--- config.mk ---
export PLATFORM = sky130hd
export DESIGN_NAME = bp_cfg_link_loader
export DESIGN_NICKNAME = d
export VERILOG_FILES = /design/src/rtl/bp_cfg_link_loader_pkg.sv /design/src/rtl/bp_cfg_link_loader.sv
export SDC_FILE = /design/constraint.sdc
export NUM_CORES = 1
export LEC_CHECK = 0
export BUFFER_PORTS_ARGS = -buffer_cell sky130_fd_sc_hd__buf_4
export CORE_MARGIN = 2
export CORE_UTILIZATION = 41
export DETAILED_ROUTE_END_ITERATION = 16
export MAX_ROUTING_LAYER = met4
export PLACE_DENSITY = 0.67
export SYNTH_ARGS = -nofsm -noshare
export SYNTH_HDL_FRONTEND = slang
export SYNTH_SLANG_ARGS = --single-unit
export TNS_END_PERCENT = 20
--- constraint.sdc ---
create_clock -name clk_i -period 2.5 [get_ports clk_i]
set_clock_uncertainty 0.05 [all_clocks]
set_input_delay 0.5 -clock clk_i [delete_from_list [all_inputs] [get_ports clk_i]]
set_output_delay 0.5 -clock clk_i [all_outputs]
set_load 0.01 [all_outputs]
--- src/rtl/bp_cfg_link_loader_pkg.sv ---
// Shared cfg-link definitions: register offsets, loader sequence states and the write record.
package bp_cfg_link_loader_pkg;

    localparam int unsigned CFG_ADDR_W = 16;
    localparam int unsigned CFG_DATA_W = 32;

    // Offsets are relative to the cfg base that the network prepends.
    localparam logic [CFG_ADDR_W-1:0] CFG_REG_FREEZE     = 16'h0002;
    localparam logic [CFG_ADDR_W-1:0] CFG_REG_CORE_ID    = 16'h0003;
    localparam logic [CFG_ADDR_W-1:0] CFG_REG_NPC        = 16'h0040;
    localparam logic [CFG_ADDR_W-1:0] CFG_REG_CCE_ID     = 16'h0080;
    localparam logic [CFG_ADDR_W-1:0] CFG_REG_CCE_MODE   = 16'h0081;
    localparam logic [CFG_ADDR_W-1:0] CFG_REG_UCODE_BASE = 16'h8000;

    typedef enum logic [3:0] {
        S_IDLE,
        S_FREEZE,
        S_CORE_ID,
        S_NPC,
        S_CCE_ID,
        S_CCE_MODE,
        S_UCODE_RD,
        S_UCODE_WR,
        S_UNFREEZE,
        S_DONE
    } bp_cfg_loader_state_e;

    typedef struct packed {
        logic [CFG_ADDR_W-1:0] addr;
        logic [CFG_DATA_W-1:0] data;
    } bp_cfg_write_s;

endpackage

--- src/rtl/bp_cfg_link_loader.sv ---
// Cfg-link initiator: freezes a tile, programs ids/npc/mode, streams CCE microcode, unfreezes.
module bp_cfg_link_loader
    import bp_cfg_link_loader_pkg::*;
#(
    parameter int unsigned cfg_addr_width_p   = 16,
    parameter int unsigned cfg_data_width_p   = 32,
    parameter int unsigned core_id_width_p    = 8,
    parameter int unsigned ucode_els_p        = 256,
    parameter int unsigned ucode_addr_width_p = 8
) (
    input  logic                          clk_i,
    input  logic                          reset_n_i,
    input  logic                          start_i,
    input  logic                          skip_ucode_i,
    input  logic [core_id_width_p-1:0]    core_id_i,
    input  logic [cfg_data_width_p-1:0]   npc_i,
    input  logic                          cce_mode_i,
    output logic [ucode_addr_width_p-1:0] rom_addr_o,
    output logic                          rom_v_o,
    input  logic [cfg_data_width_p-1:0]   rom_data_i,
    output logic                          cfg_v_o,
    output logic [cfg_addr_width_p-1:0]   cfg_addr_o,
    output logic [cfg_data_width_p-1:0]   cfg_data_o,
    input  logic                          cfg_ready_i,
    output logic                          busy_o,
    output logic                          done_o
);

    bp_cfg_loader_state_e state, state_n;

    logic [core_id_width_p-1:0]    core_id_r;
    logic [cfg_data_width_p-1:0]   npc_r;
    logic [cfg_data_width_p-1:0]   hold_r;
    logic                          mode_r;
    logic                          skip_r;
    logic                          done_r;
    logic                          wr_first_r;
    logic [ucode_addr_width_p-1:0] idx;

    bp_cfg_write_s wr;
    logic          start_ok;
    logic          accept;
    logic          last_idx;

    assign start_ok = start_i && ((state == S_IDLE) || (state == S_DONE));
    assign accept   = cfg_v_o && cfg_ready_i;
    assign last_idx = (idx == ucode_addr_width_p'(ucode_els_p - 1));

    always_ff @(posedge clk_i or negedge reset_n_i) begin
        if (!reset_n_i) state <= S_IDLE;
        else            state <= state_n;
    end

    always_ff @(posedge clk_i or negedge reset_n_i) begin
        if (!reset_n_i) begin
            core_id_r  <= '0;
            npc_r      <= '0;
            hold_r     <= '0;
            mode_r     <= 1'b0;
            skip_r     <= 1'b0;
            done_r     <= 1'b0;
            wr_first_r <= 1'b0;
            idx        <= '0;
        end else begin
            if (start_ok) begin
                core_id_r <= core_id_i;
                npc_r     <= npc_i;
                mode_r    <= cce_mode_i;
                skip_r    <= skip_ucode_i;
                idx       <= '0;
                done_r    <= 1'b0;
            end
            if ((state == S_UNFREEZE) && accept) done_r <= 1'b1;
            if ((state == S_UCODE_WR) && accept && !last_idx) idx <= idx + 1'b1;
            // ROM data is only valid in the first UCODE_WR cycle; hold it for any stall.
            wr_first_r <= (state == S_UCODE_RD);
            if (wr_first_r) hold_r <= rom_data_i;
        end
    end

    always_comb begin
        state_n    = state;
        wr         = '0;
        cfg_v_o    = 1'b0;
        rom_v_o    = 1'b0;
        rom_addr_o = '0;
        unique case (state)
            S_IDLE, S_DONE: if (start_ok) state_n = S_FREEZE;
            S_FREEZE: begin
                cfg_v_o = 1'b1;
                wr      = '{addr: CFG_REG_FREEZE, data: CFG_DATA_W'(1)};
                if (cfg_ready_i) state_n = S_CORE_ID;
            end
            S_CORE_ID: begin
                cfg_v_o = 1'b1;
                wr      = '{addr: CFG_REG_CORE_ID, data: CFG_DATA_W'(core_id_r)};
                if (cfg_ready_i) state_n = S_NPC;
            end
            S_NPC: begin
                cfg_v_o = 1'b1;
                wr      = '{addr: CFG_REG_NPC, data: CFG_DATA_W'(npc_r)};
                if (cfg_ready_i) state_n = S_CCE_ID;
            end
            S_CCE_ID: begin
                cfg_v_o = 1'b1;
                wr      = '{addr: CFG_REG_CCE_ID, data: CFG_DATA_W'(core_id_r)};
                if (cfg_ready_i) state_n = S_CCE_MODE;
            end
            S_CCE_MODE: begin
                cfg_v_o = 1'b1;
                wr      = '{addr: CFG_REG_CCE_MODE, data: CFG_DATA_W'(mode_r)};
                if (cfg_ready_i) state_n = skip_r ? S_UNFREEZE : S_UCODE_RD;
            end
            S_UCODE_RD: begin
                rom_v_o    = 1'b1;
                rom_addr_o = idx;
                state_n    = S_UCODE_WR;
            end
            S_UCODE_WR: begin
                cfg_v_o = 1'b1;
                wr.addr = CFG_REG_UCODE_BASE + CFG_ADDR_W'(idx);
                wr.data = CFG_DATA_W'(wr_first_r ? rom_data_i : hold_r);
                if (cfg_ready_i) state_n = last_idx ? S_UNFREEZE : S_UCODE_RD;
            end
            S_UNFREEZE: begin
                cfg_v_o = 1'b1;
                wr      = '{addr: CFG_REG_FREEZE, data: '0};
                if (cfg_ready_i) state_n = S_DONE;
            end
            default: state_n = S_IDLE;
        endcase
    end

    assign cfg_addr_o = cfg_addr_width_p'(wr.addr);
    assign cfg_data_o = cfg_data_width_p'(wr.data);
    assign busy_o     = (state != S_IDLE) && (state != S_DONE);
    assign done_o     = done_r;

endmodule

==> metrics.md, run 1 <==
| Metric | Value |
|---|---|
| FF-to-FF End | idx[2] |
| Gpl congestion | 0.864 |
| Worst setup EP type | output pin |
| Reg area | 0.00220 sq mm |
| Mapped Avg Cell Area | 11.9 sq um |
| Finished layout cell area | 0.00568 sq mm |
| Crit start category | flop |
| Multi-input logic area | 0.00195 sq mm |
| Port Buf Inserts | 130 |
| Post-DP Area | 0.00544 sq mm |
| Post-CTS Resized | 2 |
| Post-synthesis async set-or-reset flop share | 1.00 |
| Synthesized cell area | 0.00432 sq mm |
| Worst-margin pin slew | 0.671 ns |
| Vias in the first global route | 3388 |
| Setup tns final | 0 ns |
| Worst path cell trace | buf_4 -> nor3_4 -> buf_12 -> a22oi_1 -> nand2_1 -> buf_4 |
| Fin cells | 631 |
| Die Y | 107 um |
| Worst setup path class | flop to output pin |
| Status | completed |
| WL final | 10300 um |
| Hold Path Class | primary input to async pin |
| Hold WS | 0.0996 ns |
| Iter 0 DRT Violations | 122 |
| DRT Pass-1 Iters | 4 |
| Crit path buffers/inverters | 3 |
| Slowest stage cell, crit path | dfrtp_1 |
| PwrDens | 1060 mW/mm^2 |
| CTS H-Tree Depth | 3 |
| Max_cap viols | 0 |
| Endpoints failing setup | 0 |
| Via density | 5.16 |
| YS warnings | 0 |
| Max Transition Viols Final | 0 |
| Inst Count DP | 615 |
| Vias post-DR | 3255 |
| Layout Nets | 569 |
| Die W | 107 um |
| Depth of the worst register-to-register path | 5 |
| Clk sinks | 88 |
| Synth Instances | 362 |
| Post-synth top flop | dfrtp_1 |
| CTS tree | done |
| All-Layer GR Usage | 0.190 |
| CTS root buf | clkbuf_8 |
| Post-layout min period | 2.38 ns |
| Leakage | 2.78 nW |
| Ranking of synthesized cells by area | dfrtp_1, mux2_2, a22o_1 |
| Hold Buf Count CTS | 0 |
| Antenna violations before repair | 0 |
| Number of buffers created by CTS | 9 |
| Layout cell share with drive strength beyond 1 | 0.487 |
| Antenna cells | 0 |
| Clock tree buffer depth | 2 |
| Die area | 0.0114 sq mm |
| Crit path DAT | 1.83 ns |
| First-pass GRT wire length | 16600 um |
| Area Growth Syn to Fin | 31.6% |
| Rows | 37 |
| Grt total ovfl | 0 |
| #FFs+latches synth | 88 |
| Post-synth cell types | 43 |
| Routed Antenna Nets | 0 |
| Largest net degree at the start of global routing | 46 |
| CP most frequent cell | buf_4 |
| Post-synth top area share | 0.510 |
| Clk slew on worst S/H paths | 0.09 ns |
| # Post-CTS Setup Buffers | 0 |
| Fmax | 0.420 GHz |
| Yosys top cell by area | dfrtp_1 |
| Worst r2r src | idx[0] |
| Final worst path period share | 0.953 |
| Max stage delay on crit path | 0.48 ns |
| Dpl hpwl | 7150 um |
| Fillers | 926 |
| Final Hold Viols | 0 |
| Top delay family on crit path | buffers and inverters |
| WL per Instance | 16.3 um |
| Residual DRC count | 0 |
| Clock latency on the worst-skew pair | 0.34 ns |
| Required time worst endpoint | 1.95 ns |
| Core ar. | 0.0103 sq mm |
| Register area share after synthesis | 0.510 |
| VDD IR-drop max | 0.000423 V |
| Unrepaired setup endpoints after global routing | no |
| Initial core utilization | 0.420 |
| Flop2flop setup slack | 0.40 ns |
| Top Ports | 138 |
| Slew headroom | 0.550 |
| Critical path fanouts, max | 27 |
| EDFF count, synth | 0 |
logic make-up (layout without fill, tap and decap cells):
family / after synthesis / count (layout) / share of synthesized area
and+or+nand+nor: 87 / 87 / 0.112
muxes: 77 / 77 / 0.200
buffers and inverters: 35 / 162 / 0.0458
AOI/OAI and AO/OA: 70 / 70 / 0.122
other: 1 / 7 / 0.000869
DFF: 88 / 88 / 0.510
xor gates and xnor gates: 3 / 3 / 0.00609
adders and majority gates: 1 / 1 / 0.00290
state kept, by name (all words and copies together) (netlist names):
| signal | cells |
|---|---|
| state | 4 |
| hold_r | 32 |
| idx | 8 |
| mode_r | 1 |
| wr_first_r | 1 |
| npc_r | 32 |
| done_o | 1 |
| skip_r | 1 |
| core_id_r | 8 |
how the worst max path moves through the flow:
stage	start	to	depth (start not counted)	slack, ns
6_report	state[3]	cfg_data_o[2]	6	0.12
5_1_grt	state[1]	rom_addr_o[5]	6	0.02
4_1_cts	state[3]	cfg_data_o[2]	6	0.09
3_5_place_dp	state[1]	cfg_data_o[0]	5	0.34
3_3_place_gp	state[1]	cfg_data_o[0]	5	0.35
2_1_floorplan	state[0]	rom_addr_o[0]	4	0.56
cells in the mapped netlist, types with 3 or more instances:
cell / count
a211o_1: 7
a21oi_1: 7
a22o_1: 24
a22oi_1: 9
and2_1: 13
and3_1: 5
buf_2: 17
buf_4: 10
clkbuf_1: 4
dfrtp_1: 88
inv_1: 3
mux2_2: 75
nand2_1: 28
nand2b_1: 4
nand3_1: 5
nor2_1: 8
nor2b_1: 6
nor3_1: 4
nor3b_1: 3
o21ai_0: 11
xnor2_1: 3
layout make-up:
cell class,instances,share of cell area
clock inverter,6,0.0167
timing repair buffer,143,0.196
inverter,3,0.00198
tap,136,0.0300
multi-input combinational,245,0.343
clock buffer,10,0.0242
sequential,88,0.388
placed cells by master (no fill, tap or decap), drive strengths merged, types with 2 or more instances in the layout:
cell and count:
a211o 7, a211oi 2, a21oi 7, a22o 24
a22oi 9, a31oi 2, and2 13, and3 5
buf 143, bufinv 2, clkbuf 10, conb 7
dfrtp 88, inv 6, mux2 75, mux2i 2
nand2 28, nand2b 4, nand3 6, nor2 8
nor2b 6, nor3 6, nor3b 3, nor4 2
o211a 2, o21ai 11, xnor2 3
metrics by stage:
stage | power [mW] | setup slack (ns) | util
floorplan | 4.04 | 0.556 | -
global placement | 4.85 | 0.353 | 0.529
detailed placement | 4.93 | 0.344 | 0.529
CTS | 6.09 | 0.0930 | 0.553
global route | 6.44 | 0.0157 | 0.553
finish | 6.01 | 0.117 | 0.553
where the power goes:
| part | internal (mW) | switching [mW] | total (mW) |
|---|---|---|---|
| combinational | 1.39 | 1.18 | 2.57 |
| clock | 0.603 | 0.516 | 1.12 |
| sequential | 2.03 | 0.296 | 2.32 |
| total | 4.02 | 1.99 | 6.01 |
metal layers:
| metal | GRT usage | share of wire | vias up |
|---|---|---|---|
| met5 | - | 0 | - |
| met4 | 0.0519 | 0.011 | 0 |
| met3 | 0.0383 | 0.060 | 8 |
| met2 | 0.305 | 0.47 | 109 |
| met1 | 0.247 | 0.46 | 1587 |
| li1 | - | - | 1551 |
Note: power is estimated with default switching activity, not from simulation.
==> run 2: changes to the inputs <==
- BUFFER_PORTS_ARGS: -buffer_cell sky130_fd_sc_hd__buf_4 -> default
- CTS_BUF_LIST: default -> sky130_fd_sc_hd__clkbuf_4 sky130_fd_sc_hd__clkbuf_8 sky130_fd_sc_hd__clkbuf_16
- DONT_BUFFER_PORTS: default -> 1
- PLACE_DENSITY: 0.67 -> 0.55
==> run 2 against run 1 <==
Compared with the run above:
- the flow now finishes with violations (hold timing)
- combinational power fell by 19%
- worst hold slack got worse by 0.32 ns
- wire length decreased by 7.6%
==> metrics.md, run 2 (same netlist as run 1, synthesis figures left out) <==
| Metric | Value |
|---|---|
| Unrepaired setup endpoints after global routing | no (unchanged) |
| Slew headroom | 0.549 (was 0.550) |
| Clk sinks | 88 (unchanged) |
| Clk slew on worst S/H paths | 0.09 ns (about the same) |
| Worst-margin pin slew | 0.673 ns (was 0.671 ns) |
| Required time worst endpoint | 1.95 ns (about the same) |
| Worst Setup Slack, final | 0.125 ns (was 0.117 ns) |
| Routed Antenna Nets | 0 (unchanged) |
| Post-layout min period | 2.38 ns (about the same) |
| Vias post-DR | 2808 (was 3255) |
| Biggest regs | hold_r x32, npc_r x32 (unchanged) |
| Via density | 5.58 (was 5.16) |
| Commonest non-fill, non-tap cell in the layout | dfrtp_1 (was buf_4) |
| WL per Instance | 18.9 um (was 16.3 um) |
| Met3 Use GR | 0.0517 (was 0.0383) |
| First-pass GRT wire length | 15300 um (was 16600 um) |
| Top Ports | 138 (unchanged) |
| Iter 0 DRT Violations | 91 (was 122) |
| Fmax | 0.421 GHz (was 0.420 GHz) |
| Core ar. | 0.0103 sq mm (unchanged) |
| Max_cap viols | 0 (unchanged) |
| Status | complete, but fails checks (was completed) |
| Crit path DAT | 1.83 ns (about the same) |
| Grt total ovfl | 0 (unchanged) |
| CTS H-Tree Depth | 3 (unchanged) |
| WL final | 9510 um (was 10300 um) |
| Critical path fanouts, max | 17 (was 27) |
| Number of buffers created by CTS | 9 (unchanged) |
| Failing checks | hold timing |
| Port Buf Inserts | 0 (was 130) |
| Die Y | 107 um (unchanged) |
| M2 GR Usage | 0.264 (was 0.305) |
| Layout cell share with drive strength beyond 1 | 0.309 (was 0.487) |
| Met1 usage | 0.238 (was 0.247) |
| Largest net degree at the start of global routing | 89 (was 46) |
| Crit start category | flop (unchanged) |
| CTS tree | done (unchanged) |
| Die area | 0.0114 sq mm (unchanged) |
| CP most frequent cell | buf_4 (unchanged) |
| Clock tree buffer depth | 2 (unchanged) |
| Area Growth Syn to Fin | 8.23% (was 31.6%) |
| VDD IR-drop max | 0.000384 V (was 0.000423 V) |
| Residual DRC count | 0 (unchanged) |
| Final Util | 0.454 (was 0.553) |
| Die W | 107 um (unchanged) |
| Depth of the worst register-to-register path | 5 (unchanged) |
| Final worst path period share | 0.950 (was 0.953) |
| Fillers | 969 (was 926) |
| PwrDens | 1180 mW/mm^2 (was 1060 mW/mm^2) |
| Hold WS | -0.219 ns (was 0.0996 ns) |
| CP startpoint | state[3] (unchanged) |
| Pwr Total | 5.51 mW (was 6.01 mW) |
| Worst setup path class | flop to output pin (unchanged) |
| DRT Pass-1 Iters | 4 (unchanged) |
| Worst r2r src | idx[0] (unchanged) |
| Multi-input logic area | 0.00195 sq mm (unchanged) |
| DP Worst Slack | 0.356 ns (was 0.344 ns) |
| CTS root buf | clkbuf_8 (unchanged) |
| All-Layer GR Usage | 0.177 (was 0.190) |
| Gpl congestion | 0.808 (was 0.864) |
| Slowest stage cell, crit path | dfrtp_2 (was dfrtp_1) |
| Endpoints failing setup | 0 (unchanged) |
| Initial core utilization | 0.420 (unchanged) |
| Hold Path Class | primary input to async pin (unchanged) |
| GRT busiest layer | met2 (unchanged) |
| Worst path cell trace | buf_4 -> nor3_4 -> buf_4 -> a22oi_1 -> nand2_1 (was buf_4 -> nor3_4 -> buf_12 -> a22oi_1 -> nand2_1 -> buf_4) |
| Rows | 37 (unchanged) |
| Layout Nets | 440 (was 569) |
| Max Transition Viols Final | 0 (unchanged) |
| Max stage delay on crit path | 0.52 ns (was 0.48 ns) |
| Vias in the first global route | 2887 (was 3388) |
| Antenna violations before repair | 1 (was 0) |
| Commonest non-fill, non-tap cells in the layout | dfrtp_1, mux2_2, nand2_1 (was buf_4, dfrtp_1, mux2_2) |
| Final Hold Viols | 88 (was 0) |
| Worst setup EP type | output pin (unchanged) |
| Clock latency on the worst-skew pair | 0.35 ns (was 0.34 ns) |
| Dpl hpwl | 6440 um (was 7150 um) |
| Leakage | 2.11 nW (was 2.78 nW) |
| Reg area | 0.00221 sq mm (was 0.00220 sq mm) |
| Setup tns final | 0 ns (unchanged) |
## run 2: cell count changes in the layout (fill, tap and decap cells not counted), sizes merged
cell	change
buf	-129
clkinvlp	+1
diode	+1
inv	-1
## run 2: cell type report
cell class,count,share of cell area
multi-input cells,245,0.418
repair buffers,14,0.0233
diodes,1,0.000536
clock inverters,6,0.0193
clock buffers,10,0.0281
flip-flops and latches,88,0.472
well taps,136,0.0364
inverters,3,0.00241
## run 2: metrics by stage
step	instances	instance area, sq um
after floorplan	368	4340
after global placement	486	4430
after detailed placement	486	4430
after CTS	502	4660
after global routing	503	4670
final	503	4670
## run 2: timing repair
action | in CTS | in global routing
gates resized for setup | 3 | 2
endpoints found under the setup margin | 10 | 10
buffers inserted | 0 | 0
hold endpoints to repair | 88 | 88
## run 2: final timing paths
check,slack [ns],to
min in group clk_i,0.24,core_id_r[4]
setup / recovery,0.12,cfg_data_o[5]
max in group asynchronous,2.47,state[3]
hold reg to reg,0.45,hold_r[18]
hold / removal,-0.22,hold_r[13]
setup reg to reg,0.36,idx[6]
## run 2: where the power goes
part / total (mW) / switching (mW) / leakage, nW / internal, mW
clock network: 1.10 / 0.517 / 0.111 / 0.580
logic: 2.07 / 1.04 / 0.907 / 1.03
registers: 2.35 / 0.318 / 1.09 / 2.03
total: 5.51 / 1.87 / 2.11 / 3.64
## run 2: per-layer routing
layer / wire (um) / share of wire
met1: 4460 / 0.47
met2: 4290 / 0.45
met3: 668 / 0.070
met4: 85 / 0.0089
met5: 0 / 0
## run 2: critical path: cells and delay by family, from the launching register on
family	cells	cell delay [ns]
AO/OA/AOI/OAI	1	0.13
buffers and inverters	2	0.48
flip-flops	1	0.52
AND/OR/NAND/NOR	2	0.33
